===== src/rtl/energy_threshold_detector_pkg.sv =====
// Shared types and helpers for the windowed-energy threshold detector.
package energy_threshold_detector_pkg;

  // Detector states; encodings are fixed so downstream debug taps can decode them.
  typedef enum logic [1:0] {
    StFill   = 2'd0,
    StIdle   = 2'd1,
    StActive = 2'd2,
    StHold   = 2'd3
  } det_state_e;

  // A sum of 2**win_log2 unsigned dw-bit values fits exactly in dw + win_log2 bits.
  function automatic int unsigned acc_width(input int unsigned dw, input int unsigned win_log2);
    return dw + win_log2;
  endfunction

endpackage


===== src/rtl/sq_ring_buffer.sv =====
// Ring of the last 2**WIN_LOG2 squared samples; rd_old is the entry about to be overwritten.
module sq_ring_buffer #(
  parameter int unsigned DATA_WIDTH = 32,
  parameter int unsigned WIN_LOG2   = 5
) (
  input  logic                  clk,
  input  logic                  rst,
  input  logic                  wr_en,
  input  logic [DATA_WIDTH-1:0] wr_data,
  output logic [DATA_WIDTH-1:0] rd_old
);

  localparam int unsigned Depth = 2 ** WIN_LOG2;

  logic [DATA_WIDTH-1:0] ring_q [Depth];
  logic [WIN_LOG2-1:0]   wr_ptr_q;

  // Oldest entry sits at the write pointer, so it is read before being replaced.
  assign rd_old = ring_q[wr_ptr_q];

  // Write the new sample and advance the pointer; power-of-two depth wraps naturally.
  always_ff @(posedge clk or posedge rst) begin
    if (rst) begin
      for (int i = 0; i < int'(Depth); i++) begin
        ring_q[i] <= '0;
      end
      wr_ptr_q <= '0;
    end else if (wr_en) begin
      ring_q[wr_ptr_q] <= wr_data;
      wr_ptr_q         <= wr_ptr_q + 1'b1;
    end
  end

endmodule


===== src/rtl/energy_threshold_detector.sv =====
// Sliding-window energy of squared samples with a hysteresis segment detector.
module energy_threshold_detector
  import energy_threshold_detector_pkg::*;
#(
  parameter int unsigned DATA_WIDTH   = 32,
  parameter int unsigned WIN_LOG2     = 5,
  parameter int unsigned HOLD_SAMPLES = 64,
  localparam int unsigned ACC_WIDTH   = acc_width(DATA_WIDTH, WIN_LOG2)
) (
  input  logic                  clk,
  input  logic                  rst,
  input  logic                  in_valid,
  input  logic [DATA_WIDTH-1:0] in_data,
  input  logic [ACC_WIDTH-1:0]  th_high,
  input  logic [ACC_WIDTH-1:0]  th_low,
  output logic                  energy_vld,
  output logic [ACC_WIDTH-1:0]  energy,
  output logic                  active,
  output logic                  seg_start,
  output logic                  seg_end
);

  localparam int unsigned WinLen = 2 ** WIN_LOG2;
  localparam int unsigned HoldW  = (HOLD_SAMPLES < 2) ? 1 : $clog2(HOLD_SAMPLES + 1);

  localparam logic [WIN_LOG2:0] FillFull = (WIN_LOG2 + 1)'(WinLen);
  localparam logic [WIN_LOG2:0] FillLast = (WIN_LOG2 + 1)'(WinLen - 1);

  logic [DATA_WIDTH-1:0] rd_old;
  logic [ACC_WIDTH-1:0]  acc_d, acc_q;
  logic [WIN_LOG2:0]     fill_cnt_d, fill_cnt_q;
  logic                  energy_vld_d, energy_vld_q;
  det_state_e            state_d, state_q;
  logic [HoldW-1:0]      hold_cnt_d, hold_cnt_q;
  logic                  seg_start_d, seg_start_q;
  logic                  seg_end_d, seg_end_q;
  logic                  active_d, active_q;
  logic [31:0]           hold_inc;

  sq_ring_buffer #(
    .DATA_WIDTH(DATA_WIDTH),
    .WIN_LOG2  (WIN_LOG2)
  ) u_ring (
    .clk    (clk),
    .rst    (rst),
    .wr_en  (in_valid),
    .wr_data(in_data),
    .rd_old (rd_old)
  );

  // Window sum update and fill tracking; the window is full once the Nth sample lands.
  always_comb begin
    acc_d        = acc_q;
    fill_cnt_d   = fill_cnt_q;
    energy_vld_d = 1'b0;
    if (in_valid) begin
      // Modular add/subtract is exact: the true sum always fits ACC_WIDTH.
      acc_d        = acc_q + ACC_WIDTH'(in_data) - ACC_WIDTH'(rd_old);
      energy_vld_d = (fill_cnt_q >= FillLast);
      if (fill_cnt_q != FillFull) begin
        fill_cnt_d = fill_cnt_q + 1'b1;
      end
    end
  end

  assign hold_inc = 32'(hold_cnt_q) + 32'd1;

  // Hysteresis FSM: one decision per valid energy value, strict compares taken literally.
  always_comb begin
    state_d     = state_q;
    hold_cnt_d  = hold_cnt_q;
    seg_start_d = 1'b0;
    seg_end_d   = 1'b0;
    if (energy_vld_q) begin
      unique case (state_q)
        StFill: state_d = StIdle;
        StIdle: begin
          if (acc_q > th_high) begin
            state_d     = StActive;
            seg_start_d = 1'b1;
          end
        end
        StActive: begin
          if (acc_q < th_low) begin
            state_d    = StHold;
            hold_cnt_d = HoldW'(1);
          end
        end
        StHold: begin
          if (acc_q > th_high) begin
            state_d    = StActive;
            hold_cnt_d = '0;
          end else if (acc_q < th_low) begin
            // >= keeps HOLD_SAMPLES=1 closing on the first below-low sample in HOLD.
            if (hold_inc >= 32'(HOLD_SAMPLES)) begin
              state_d    = StIdle;
              seg_end_d  = 1'b1;
              hold_cnt_d = '0;
            end else begin
              hold_cnt_d = HoldW'(hold_inc);
            end
          end else begin
            hold_cnt_d = '0;
          end
        end
        default: state_d = StFill;
      endcase
    end
    active_d = (state_d == StActive) || (state_d == StHold);
  end

  // State and output registers.
  always_ff @(posedge clk or posedge rst) begin
    if (rst) begin
      acc_q        <= '0;
      fill_cnt_q   <= '0;
      energy_vld_q <= 1'b0;
      state_q      <= StFill;
      hold_cnt_q   <= '0;
      seg_start_q  <= 1'b0;
      seg_end_q    <= 1'b0;
      active_q     <= 1'b0;
    end else begin
      acc_q        <= acc_d;
      fill_cnt_q   <= fill_cnt_d;
      energy_vld_q <= energy_vld_d;
      state_q      <= state_d;
      hold_cnt_q   <= hold_cnt_d;
      seg_start_q  <= seg_start_d;
      seg_end_q    <= seg_end_d;
      active_q     <= active_d;
    end
  end

  assign energy     = acc_q;
  assign energy_vld = energy_vld_q;
  assign active     = active_q;
  assign seg_start  = seg_start_q;
  assign seg_end    = seg_end_q;

endmodule


===== config.mk =====
export PLATFORM = sky130hd
export DESIGN_NAME = energy_threshold_detector
export DESIGN_NICKNAME = d
export VERILOG_FILES = /design/src/rtl/energy_threshold_detector_pkg.sv /design/src/rtl/sq_ring_buffer.sv /design/src/rtl/energy_threshold_detector.sv
export SDC_FILE = /design/constraint.sdc
export NUM_CORES = 2
export LEC_CHECK = 0
export ABC_AREA = 1
export CELL_PAD_IN_SITES_DETAIL_PLACEMENT = 1
export CELL_PAD_IN_SITES_GLOBAL_PLACEMENT = 1
export CORE_MARGIN = 1
export CORE_UTILIZATION = 45
export CTS_CLUSTER_DIAMETER = 40
export DETAILED_ROUTE_END_ITERATION = 10
export GPL_ROUTABILITY_DRIVEN = 0
export PLACE_DENSITY_LB_ADDON = 0.15
export SLEW_MARGIN = 20
export SYNTH_ARGS = -nofsm -noshare
export SYNTH_HDL_FRONTEND = slang
export SYNTH_SLANG_ARGS = --single-unit

===== constraint.sdc =====
create_clock -name clk -period 46.6 [get_ports clk]
set_input_delay 9.32 -clock clk [delete_from_list [all_inputs] [get_ports clk]]
set_output_delay 9.32 -clock clk [all_outputs]
set_load 0.01 [all_outputs]

==> results.md <==
- Post-route DRC: 0
- R2R Path Start: u_ring.wr_ptr_q[0]
- CTS root buf: clkbuf_16
- VDD IR max: 71.56 uV
- Yosys cell types: 38
- First-pass GRT wire length: 304200 um
- DR vias/cell: 5.878
- CTS Buffer Depth: 3
- Min-delay src: u_ring.ring_q[849]
- Async S/R FF share, synth: 100.0%
- WL/cell: 24.38 um
- Top-Level Pins: 150
- Clock latency on the worst-skew pair: 0.80 ns
- Cell leakage power: 28.52 nW
- Chip width: 345.3 um
- Post-DP HPWL: 118300 um
- Crit-path max FO: 30
- Vias in the first global route: 49130
- Worst slew pin tran: 1.178 ns
- Setup TNS: 0 ns
- Postcts setup bufs: 0
- Hold endpoint: u_ring.ring_q[849]
- Antenna violations before repair: 4
- Post-CTS Resized: 0
- Share of the synthesized area in the top cell type: 51.20%
- Sequential Area: 27160 um^2
- Die Footprint: 119200 um^2
- CP max stage cell: clkinv_1
- Grt ovf: 0
- RSZ-0062 raised after global routing: false
- Fill cells: 13830
- # setup viols final: 0
- Worst min-delay path category: flop to flop
- Number of vias in the routed layout: 47680
- Die Y: 345.3 um
- Layout cells sized above 1: 6.757%
- CTS tree: done
- Power Dens Cells: 91.25 nW/um^2
- Largest net degree at the start of global routing: 193
- Run status: completed
- Multi-input combinational cell area: 22160 um^2
- CTS Sinks: 1085
- WP data arrival: 13.60 ns
- YS warnings: 0
- # nets final: 6705
- DR pass1 iterations: 5
- Area of the mapped netlist: 53030 um^2
- All-layer global routing usage: 33.26%
- Reg-to-Reg End: energy[31]
- FMAX: 77.37 MHz
- Initial Utilization: 45.51%
- CP bufs+invs: 3
- Clk slew on worst S/H paths: 0.05 ns
- Slew HR: 21.38%
- Area growth syn-to-layout: 15.08%
- Hold_ws: 0.4768 ns
- Critical Path RT: 47.27 ns
- Final Cycle Share: 27.74%
- Top delay family on crit path: buffers and inverters
- Flop2flop setup slack: 39.30 ns
- Post-Syn Nets: 6789
- Post-synth top area cell: dfrtp_1
- Crit-path max cell delay: 0.90 ns
- Most numerous cell in the Yosys netlist: o21ai_0
- Most frequent CP cell: nand2_1
- Cell Chain, Critical Path: clkdlybuf4s50_1 -> clkinv_1 -> fa_1 -> inv_1 -> ha_1 -> nand2_1 -> nor2_1 -> nand2_1 -> o21ai_0 -> nand3_1 -> nand2_1 -> nand2_1 -> nand3_1 -> nand2_1
- Worst r2r path cells: 23
- Slew Limit Fails: 0
- Mean Syn Cell Area: 8.120 um^2
- Startpoint Class: input port
- Post-DRT Antenna Nets: 0
- Post-synth top cells: o21ai_0 (1425), nand2_1 (1424), dfrtp_1 (1085), nor2_1 (635), inv_1 (445)
- Input/output buffers: 149
- Core area: 116500 um^2
- Worst Skew: 0.03293 ns
- Crit Path Class: input port to flop
- Gate Count Post-Synth: 6531
- Final WL: 197800 um
- Synth Flop Type: dfrtp_1
- DR iter-0 viols: 4145
- Crit path launch: in_data[9]
- Top post-synthesis cells by area: dfrtp_1 (51%), o21ai_0 (13%), nand2_1 (10%)
- Row cnt: 125
- Hold violation count in the final report: 0
- Setup crit end kind: flop
- Number of synthesized flops with an enable pin: 0
- CTS buffer count: 163
- Hold path depth: 2
- Post-CTS Hold Buffers: 0
- Flops & latches, synth: 1085
- Max-cap viol count: 0
- Period minus WS final: 12.93 ns
- Final core occ: 52.38%
- Deepest level of the CTS H-tree: 4
- Sequential area share after synthesis: 51.20%
==> flip-flops by register name, indices dropped and copies added (netlist names) <==
| signal | count |
|---|---|
| active | 1 |
| energy | 37 |
| energy_vld | 1 |
| fill_cnt_q | 6 |
| hold_cnt_q | 7 |
| seg_end | 1 |
| seg_start | 1 |
| state_q | 2 |
| u_ring.ring_q | 1024 |
| u_ring.wr_ptr_q | 5 |
==> final cells by class <==
| class | count | area share, % |
|---|---|---|
| flip-flops and latches | 1085 | 44.50 |
| multi-input cells | 4495 | 36.32 |
| clock buffers | 207 | 7.475 |
| repair buffers | 245 | 3.772 |
| well taps | 1524 | 3.124 |
| inverters | 457 | 2.843 |
| clock inverters | 97 | 1.962 |
| diodes | 2 | 0.008200 |
==> where the power goes <==
group | internal (mW) | switching [mW] | total (mW)
clock | 0.807 | 0.483 | 1.29
sequential | 1.33 | 0.259 | 1.59
combinational | 0.878 | 1.82 | 2.69
total | 3.01 | 2.56 | 5.57
==> worst min-delay path, cell delays in order, from the launching register on <==
cell     delay (ns)
dfrtp_1        0.34
nand2_1        0.05
o21ai_0        0.06
==> through the flow <==
step | power (mW) | setup slack (ns) | instance area (um^2) | cells
floorplan | 3.318 | 6.734 | 53030 | 6531
global placement | 4.113 | 33.45 | 55240 | 7805
detailed placement | 4.202 | 33.38 | 55240 | 7805
CTS | 5.543 | 34.19 | 61000 | 8109
global route | 5.956 | 33.49 | 61030 | 8110
finish | 5.569 | 33.67 | 61030 | 8112
==> how the worst max path moves through the flow <==
stage,cells after the start,end
5_1_grt,14,energy[29]
3_3_place_gp,12,energy[14]
2_1_floorplan,1,active
3_5_place_dp,12,energy[14]
4_1_cts,12,energy[14]
6_report,14,energy[29]
==> kinds of logic (layout without fill, tap and decap cells) <==
family                     after synthesis  after routing  synth area share, %
AOI/OAI and AO/OA                     2099           2099                20.89
xor gates and xnor gates                20             20               0.3303
adders and majority gates              149            149                3.968
buffers and inverters                  951           1006                7.194
DFF                                   1085           1085                51.20
other                                    0              2                    0
and+or+nand+nor                       2227           2227                16.42
==> per-layer routing <==
| metal | vias up | GRT usage, % | routed length (um) | part of all wire (%) |
|---|---|---|---|---|
| met2 | 1440 | 54.55 | 93300 | 47 |
| li1 | 21450 | - | - | - |
| met5 | - | 0 | 14 | 0.0071 |
| met4 | 2 | 11.62 | 6411 | 3.2 |
| met1 | 24440 | 44.77 | 86160 | 44 |
| met3 | 347 | 5.255 | 11900 | 6.0 |
==> layout by cell type (no fill, tap or decap), types with 11 or more instances in the layout <==
master              n
o21ai_0          1425
nand2_1          1400
dfrtp_1          1083
nor2_1            635
inv_1             437
a21oi_1           274
o22ai_1           195
clkbuf_16         169
clkdlybuf4s50_1   148
ha_1              117
o21ai_1           106
buf_4              89
nand3_1            73
a22o_1             61
nand4_1            48
fa_1               32
nand2_2            24
clkinv_2           23
inv_6              20
bufinv_16          19
clkbuf_1           19
clkbuf_8           19
clkinvlp_4         16
inv_2              14
nor3_1             14
xor2_1             13
nor2_4             12
o21bai_1           11
clkinv_4           11
Note: power is estimated with default switching activity, not from simulation.
